==> src/rtl/oled_cmd_receiver.sv <==
`default_nettype none
// =============================================================================
// oled_cmd_receiver : bit-serial OLED link deserialiser and SSD1331 command decoder
// Revision 1.0
// =============================================================================
module oled_cmd_receiver (
   input  logic        OLED_CLK,
   input  logic        RESET,
   input  logic        OLED_RES,
   input  logic        OLED_CS,
   input  logic        OLED_D_C,
   input  logic        OLED_DIN,
   output logic        byte_valid,
   output logic [7:0]  byte_data,
   output logic        byte_is_data,
   output logic        cmd_valid,
   output logic [7:0]  cmd_opcode,
   output logic [79:0] cmd_args,
   output logic [3:0]  cmd_nargs,
   output logic        cmd_unknown,
   output logic        display_on,
   output logic        scroll_active,
   output logic [1:0]  err,
   output logic [15:0] cmd_count
);

   typedef enum logic [0:0] {S_IDLE = 1'b0, S_ARGS = 1'b1} state_t;

   state_t      r_state;
   // Seven stored bits suffice: the eighth is taken straight from DIN on the completing edge.
   logic [6:0]  r_shift;
   logic [2:0]  r_bit_cnt;
   logic [3:0]  r_arg_idx;
   logic [3:0]  r_arg_need;
   logic [7:0]  r_op;
   logic [79:0] r_args;

   logic        w_rst;
   logic [7:0]  w_byte;
   logic [3:0]  w_nargs;
   logic        w_known;
   logic [6:0]  w_arg_shift;
   logic [79:0] w_args_next;

   assign w_rst       = ~RESET | ~OLED_RES;
   assign w_byte      = {r_shift, OLED_DIN};
   assign w_arg_shift = 7'd72 - {r_arg_idx, 3'b000};
   assign w_args_next = r_args | ({72'd0, w_byte} << w_arg_shift);

   always_comb begin
      w_known = 1'b1;
      w_nargs = 4'd0;
      case (w_byte)
         8'h21: w_nargs = 4'd7;
         8'h22: w_nargs = 4'd10;
         8'h25: w_nargs = 4'd4;
         8'h27: w_nargs = 4'd5;
         8'h26, 8'h81, 8'h82, 8'h83, 8'h87, 8'h8A, 8'h8B, 8'h8C, 8'hA0,
         8'hA1, 8'hA2, 8'hA8, 8'hAD, 8'hB0, 8'hB1, 8'hB3, 8'hBB, 8'hBE:
            w_nargs = 4'd1;
         8'h2E, 8'h2F, 8'hA4, 8'hA5, 8'hA6, 8'hA7, 8'hAE, 8'hAF, 8'hE3:
            w_nargs = 4'd0;
         default: w_known = 1'b0;
      endcase
   end

   always_ff @(posedge OLED_CLK) begin
      if (w_rst) begin
         r_state       <= S_IDLE;
         r_shift       <= '0;
         r_bit_cnt     <= '0;
         r_arg_idx     <= '0;
         r_arg_need    <= '0;
         r_op          <= '0;
         r_args        <= '0;
         byte_valid    <= 1'b0;
         byte_data     <= '0;
         byte_is_data  <= 1'b0;
         cmd_valid     <= 1'b0;
         cmd_opcode    <= '0;
         cmd_args      <= '0;
         cmd_nargs     <= '0;
         cmd_unknown   <= 1'b0;
         display_on    <= 1'b0;
         scroll_active <= 1'b0;
         err           <= '0;
         cmd_count     <= '0;
      end else begin
         byte_valid <= 1'b0;
         cmd_valid  <= 1'b0;
         if (!OLED_CS) begin
            r_shift   <= w_byte[6:0];
            r_bit_cnt <= r_bit_cnt + 3'd1;
            if (r_bit_cnt == 3'd7) begin
               byte_valid   <= 1'b1;
               byte_data    <= w_byte;
               byte_is_data <= OLED_D_C;
               if (r_state == S_IDLE) begin
                  if (!OLED_D_C) begin
                     if (w_nargs == 4'd0) begin
                        cmd_valid   <= 1'b1;
                        cmd_opcode  <= w_byte;
                        cmd_args    <= '0;
                        cmd_nargs   <= 4'd0;
                        cmd_unknown <= ~w_known;
                        cmd_count   <= cmd_count + 16'd1;
                        if (w_byte == 8'hAF) display_on    <= 1'b1;
                        if (w_byte == 8'hAE) display_on    <= 1'b0;
                        if (w_byte == 8'h2F) scroll_active <= 1'b1;
                        if (w_byte == 8'h2E) scroll_active <= 1'b0;
                     end else begin
                        r_state    <= S_ARGS;
                        r_op       <= w_byte;
                        r_arg_need <= w_nargs;
                        r_arg_idx  <= 4'd0;
                        r_args     <= '0;
                     end
                  end
               end else if (OLED_D_C) begin
                  err[1]  <= 1'b1;
                  r_state <= S_IDLE;
               end else begin
                  r_args    <= w_args_next;
                  r_arg_idx <= r_arg_idx + 4'd1;
                  if (r_arg_idx + 4'd1 == r_arg_need) begin
                     cmd_valid   <= 1'b1;
                     cmd_opcode  <= r_op;
                     cmd_args    <= w_args_next;
                     cmd_nargs   <= r_arg_need;
                     cmd_unknown <= 1'b0;
                     cmd_count   <= cmd_count + 16'd1;
                     r_state     <= S_IDLE;
                  end
               end
            end
         end else if (r_bit_cnt != 3'd0) begin
            // CS released mid-byte: drop the partial byte and any command in flight.
            r_bit_cnt <= 3'd0;
            err[0]    <= 1'b1;
            r_state   <= S_IDLE;
         end
      end
   end

endmodule
`default_nettype wire

==> config.mk <==
export PLATFORM = sky130hd
export DESIGN_NAME = oled_cmd_receiver
export DESIGN_NICKNAME = d
export VERILOG_FILES = /design/src/rtl/oled_cmd_receiver.sv
export SDC_FILE = /design/constraint.sdc
export NUM_CORES = 1
export LEC_CHECK = 0
export CORE_UTILIZATION = 25
export DETAILED_ROUTE_END_ITERATION = 7
export GPL_TIMING_DRIVEN = 0
export PLACE_DENSITY = 0.39
export SLEW_MARGIN = 25
export SYNTH_ARGS = -nofsm -noshare
export SYNTH_HDL_FRONTEND = slang
export SYNTH_SLANG_ARGS = --single-unit
==> constraint.sdc <==
create_clock -name OLED_CLK -period 3.33 [get_ports OLED_CLK]
set_input_delay 0.666 -clock OLED_CLK [delete_from_list [all_inputs] [get_ports OLED_CLK]]
set_output_delay 0.666 -clock OLED_CLK [all_outputs]
set_load 0.02 [all_outputs]
==> results.sh <==
export IMPL_final_cells=1779
export IMPL_skew_ns=0.0140
export IMPL_yosysUniqueCellTypes=50
export IMPL_post_cts_buffers=0
export IMPL_pre_cts_ws_ns=-0.341
export IMPL_finalPower_mw=6.00
export IMPL_fin_crit_ns=3.07
export IMPL_antenna_found_initial=0
export IMPL_wire_per_inst_um=18.7
export IMPL_p_per_area_nw_per_um2=490
export IMPL_die_area_um2=38400
export IMPL_p_leak_nw=4.69
export IMPL_cp_required_ns=3.80
export IMPL_n_fill_cell=3904
export IMPL_syn_nets=1145
export IMPL_first_global_vias=8170
export IMPL_clkTransAtPathRegs_ns=0.06
export IMPL_synthCells=1132
export IMPL_finalCritPeriodShare_pct=92.2
export IMPL_yosys_area_top_type="dfxtp_1"
export IMPL_min_path_type="reg -> reg"
export IMPL_antenna_cells=0
export IMPL_drv_slew=0
export IMPL_gp_congestion=0.847
export IMPL_path_class="reg -> reg"
export IMPL_worstHoldStart="cmd_args[23]"
export IMPL_cp_max_fo=10
export IMPL_hold_end="cmd_args[23]"
export IMPL_hold_depth=2
export IMPL_worst_pin_slew_ns=1.01
export IMPL_synth_commonest_cells="dfxtp_1 (231), a21oi_1 (193), nor2_1 (138)"
export IMPL_yosysSeqAreaShare_pct=49.2
export IMPL_cts_resized=2
export IMPL_finalHoldViolations=0
export IMPL_nNetsFinal=1304
export IMPL_grt_max_degree=14
export IMPL_outcome="finished clean"
export IMPL_dp_cells=1728
export IMPL_finalSetupTns_ns=0
export IMPL_fmax_mhz=326
export IMPL_hpwl_um=23000
export IMPL_setup_viol=0
export IMPL_cts_tree="built"
export IMPL_cts_root_buf="clkbuf_16"
export IMPL_gr_usage_all_layers_pct=17.1
export IMPL_htree_levels=1
export IMPL_postCtsHoldBufs=0
export IMPL_die_h_um=196
export IMPL_wl_um=33200
export IMPL_ios=130
export IMPL_regToRegSetupSlack_ns=0.26
export IMPL_arrival_ns=3.54
export IMPL_grt_pass1_wl_um=50300
export IMPL_yosys_cell_count_top_type="dfxtp_1"
export IMPL_synth_top_area_share_pct=49.2
export IMPL_rsz0062_at_grt="false"
export IMPL_areaGrowthSynthToFinish_pct=30.2
export IMPL_synth_seq_cells=231
export IMPL_syn_area_um2=9400
export IMPL_yosys_warnings=0
export IMPL_synth_main_ff_cell="dfxtp_1"
export IMPL_port_buffers=127
export IMPL_maxCapViolations=0
export IMPL_syn_avg_cell_area_um2=8.31
export IMPL_utilization_pct=33.3
export IMPL_num_rows=70
export IMPL_r2r_start="r_shift[3]"
export IMPL_ff2ff_path_depth=9
export IMPL_crit_path_end_kind="flip-flop"
export IMPL_cp_start_kind="flip-flop"
export IMPL_cts_buffers=29
export IMPL_drive_gt1_share_pct=6.56
export IMPL_core_area_um2=36800
export IMPL_start_util_pct=25.6
export IMPL_ir_worst_vdd_v=0.000345
export IMPL_synth_edf_count=0
export IMPL_hold_ws_ns=0.452
export IMPL_dr_total_vias=8458
export IMPL_yosys_top_cells_area="dfxtp_1 (49%), a21oi_1 (10%), a21o_1 (6.5%)"
export IMPL_final_area_um2=12200
export IMPL_dr_pass1_iters=4
export IMPL_drt_iter0_markers=435
export IMPL_worst_skew_pair_late_latency_ns=0.55
export IMPL_vias_per_cell=4.75
export IMPL_grt_remaining_overflow=0
export IMPL_cts_sinks=231
export IMPL_fp_dieW_um=196
export IMPL_cts_buffer_depth=3
export IMPL_fin_ws_ns=0.261
export IMPL_drc=0
export IMPL_ant_nets=0
export IMPL_postPlaceCellArea_um2=11300
export IMPL_r2r_end="cmd_args[0]"
export IMPL_async_flop_share_pct=0
export IMPL_relSlewSlack_pct=32.9
## how the worst max path moves through the flow
stage | start | end | slack (ns) | depth (start not counted)
5_1_grt | r_arg_idx[1] | cmd_args[39] | 0.02 | 10
2_1_floorplan | OLED_DIN | cmd_count[7] | 0.61 | 9
3_5_place_dp | OLED_D_C | r_args[8] | -0.34 | 7
6_report | r_shift[3] | cmd_args[0] | 0.26 | 9
3_3_place_gp | OLED_D_C | r_args[57] | -0.50 | 7
4_1_cts | r_bit_cnt[1] | r_args[8] | 0.02 | 9
## flip-flops by register name (all words and copies together) (netlist names), 4 cells and up
name and flops:
cmd_opcode 8, cmd_nargs 4, r_args 80, r_arg_need 4
r_arg_idx 4, cmd_args 80, cmd_count 16, r_op 8
byte_data 8, r_shift 7
## area by class of cell
class	count	area, um2	share of cell area, %
Buffer	101	453	3.70
Clock buffer	46	870	7.10
Clock inverter	5	75.1	0.613
Inverter	12	45.0	0.368
Multi-Input combinational cell	788	4310	35.2
Sequential cell	231	4620	37.8
Tap cell	468	586	4.78
Timing Repair Buffer	128	1280	10.4
## per-layer routing
layer  up-vias  share of wire, %  GRT usage [%]
met1      4009                51           24.9
li1       4223                 -              -
met3        35               4.7           2.66
met5         -                 0              0
met4         0               1.2           3.30
met2       191                43           26.5
## layout by cell type (no fill, tap or decap), drive strengths merged, types with 6 or more instances in the layout
cell and n:
or3 12, inv 12, nor2 138, a21o 81, xnor2 7, ha 7
and3 14, nand3 90, a21oi 193, buf 39, a211oi 10, clkbuf 109
clkdlybuf4s50 127, o21ai 18, nor3 7, mux2i 25, dfxtp 231, a22oi 6
nand2b 9, nand2 124
## kinds of logic (layout without fill, tap and decap cells)
logic type / count (synthesis) / count (layout) / share of synthesized area (%)
buf+inv: 113 / 292 / 5.26
fa+ha+maj: 7 / 7 / 0.931
xor+xnor: 9 / 9 / 0.838
mux: 25 / 25 / 2.66
compound gates: 321 / 321 / 20.3
simple gates: 426 / 426 / 20.8
flops: 231 / 231 / 49.2
## report_power, final
group,leakage (nW),switching [mW],internal (mW)
Sequential,1.86,0.00104,2.77
Clock,0.466,1.20,1.92
Combinational,2.37,0.0853,0.0223
## worst max-delay path, stage by stage, from the launching register on
cell      delay (ns)
dfxtp_1         0.36
clkbuf_1        0.53
a21oi_1         0.12
or4bb_1         0.23
nand4_4         0.16
o41ai_4         0.53
buf_4           0.31
clkbuf_1        0.37
nand3_1         0.19
a21oi_1         0.17
(Power assumes the default switching activity.)
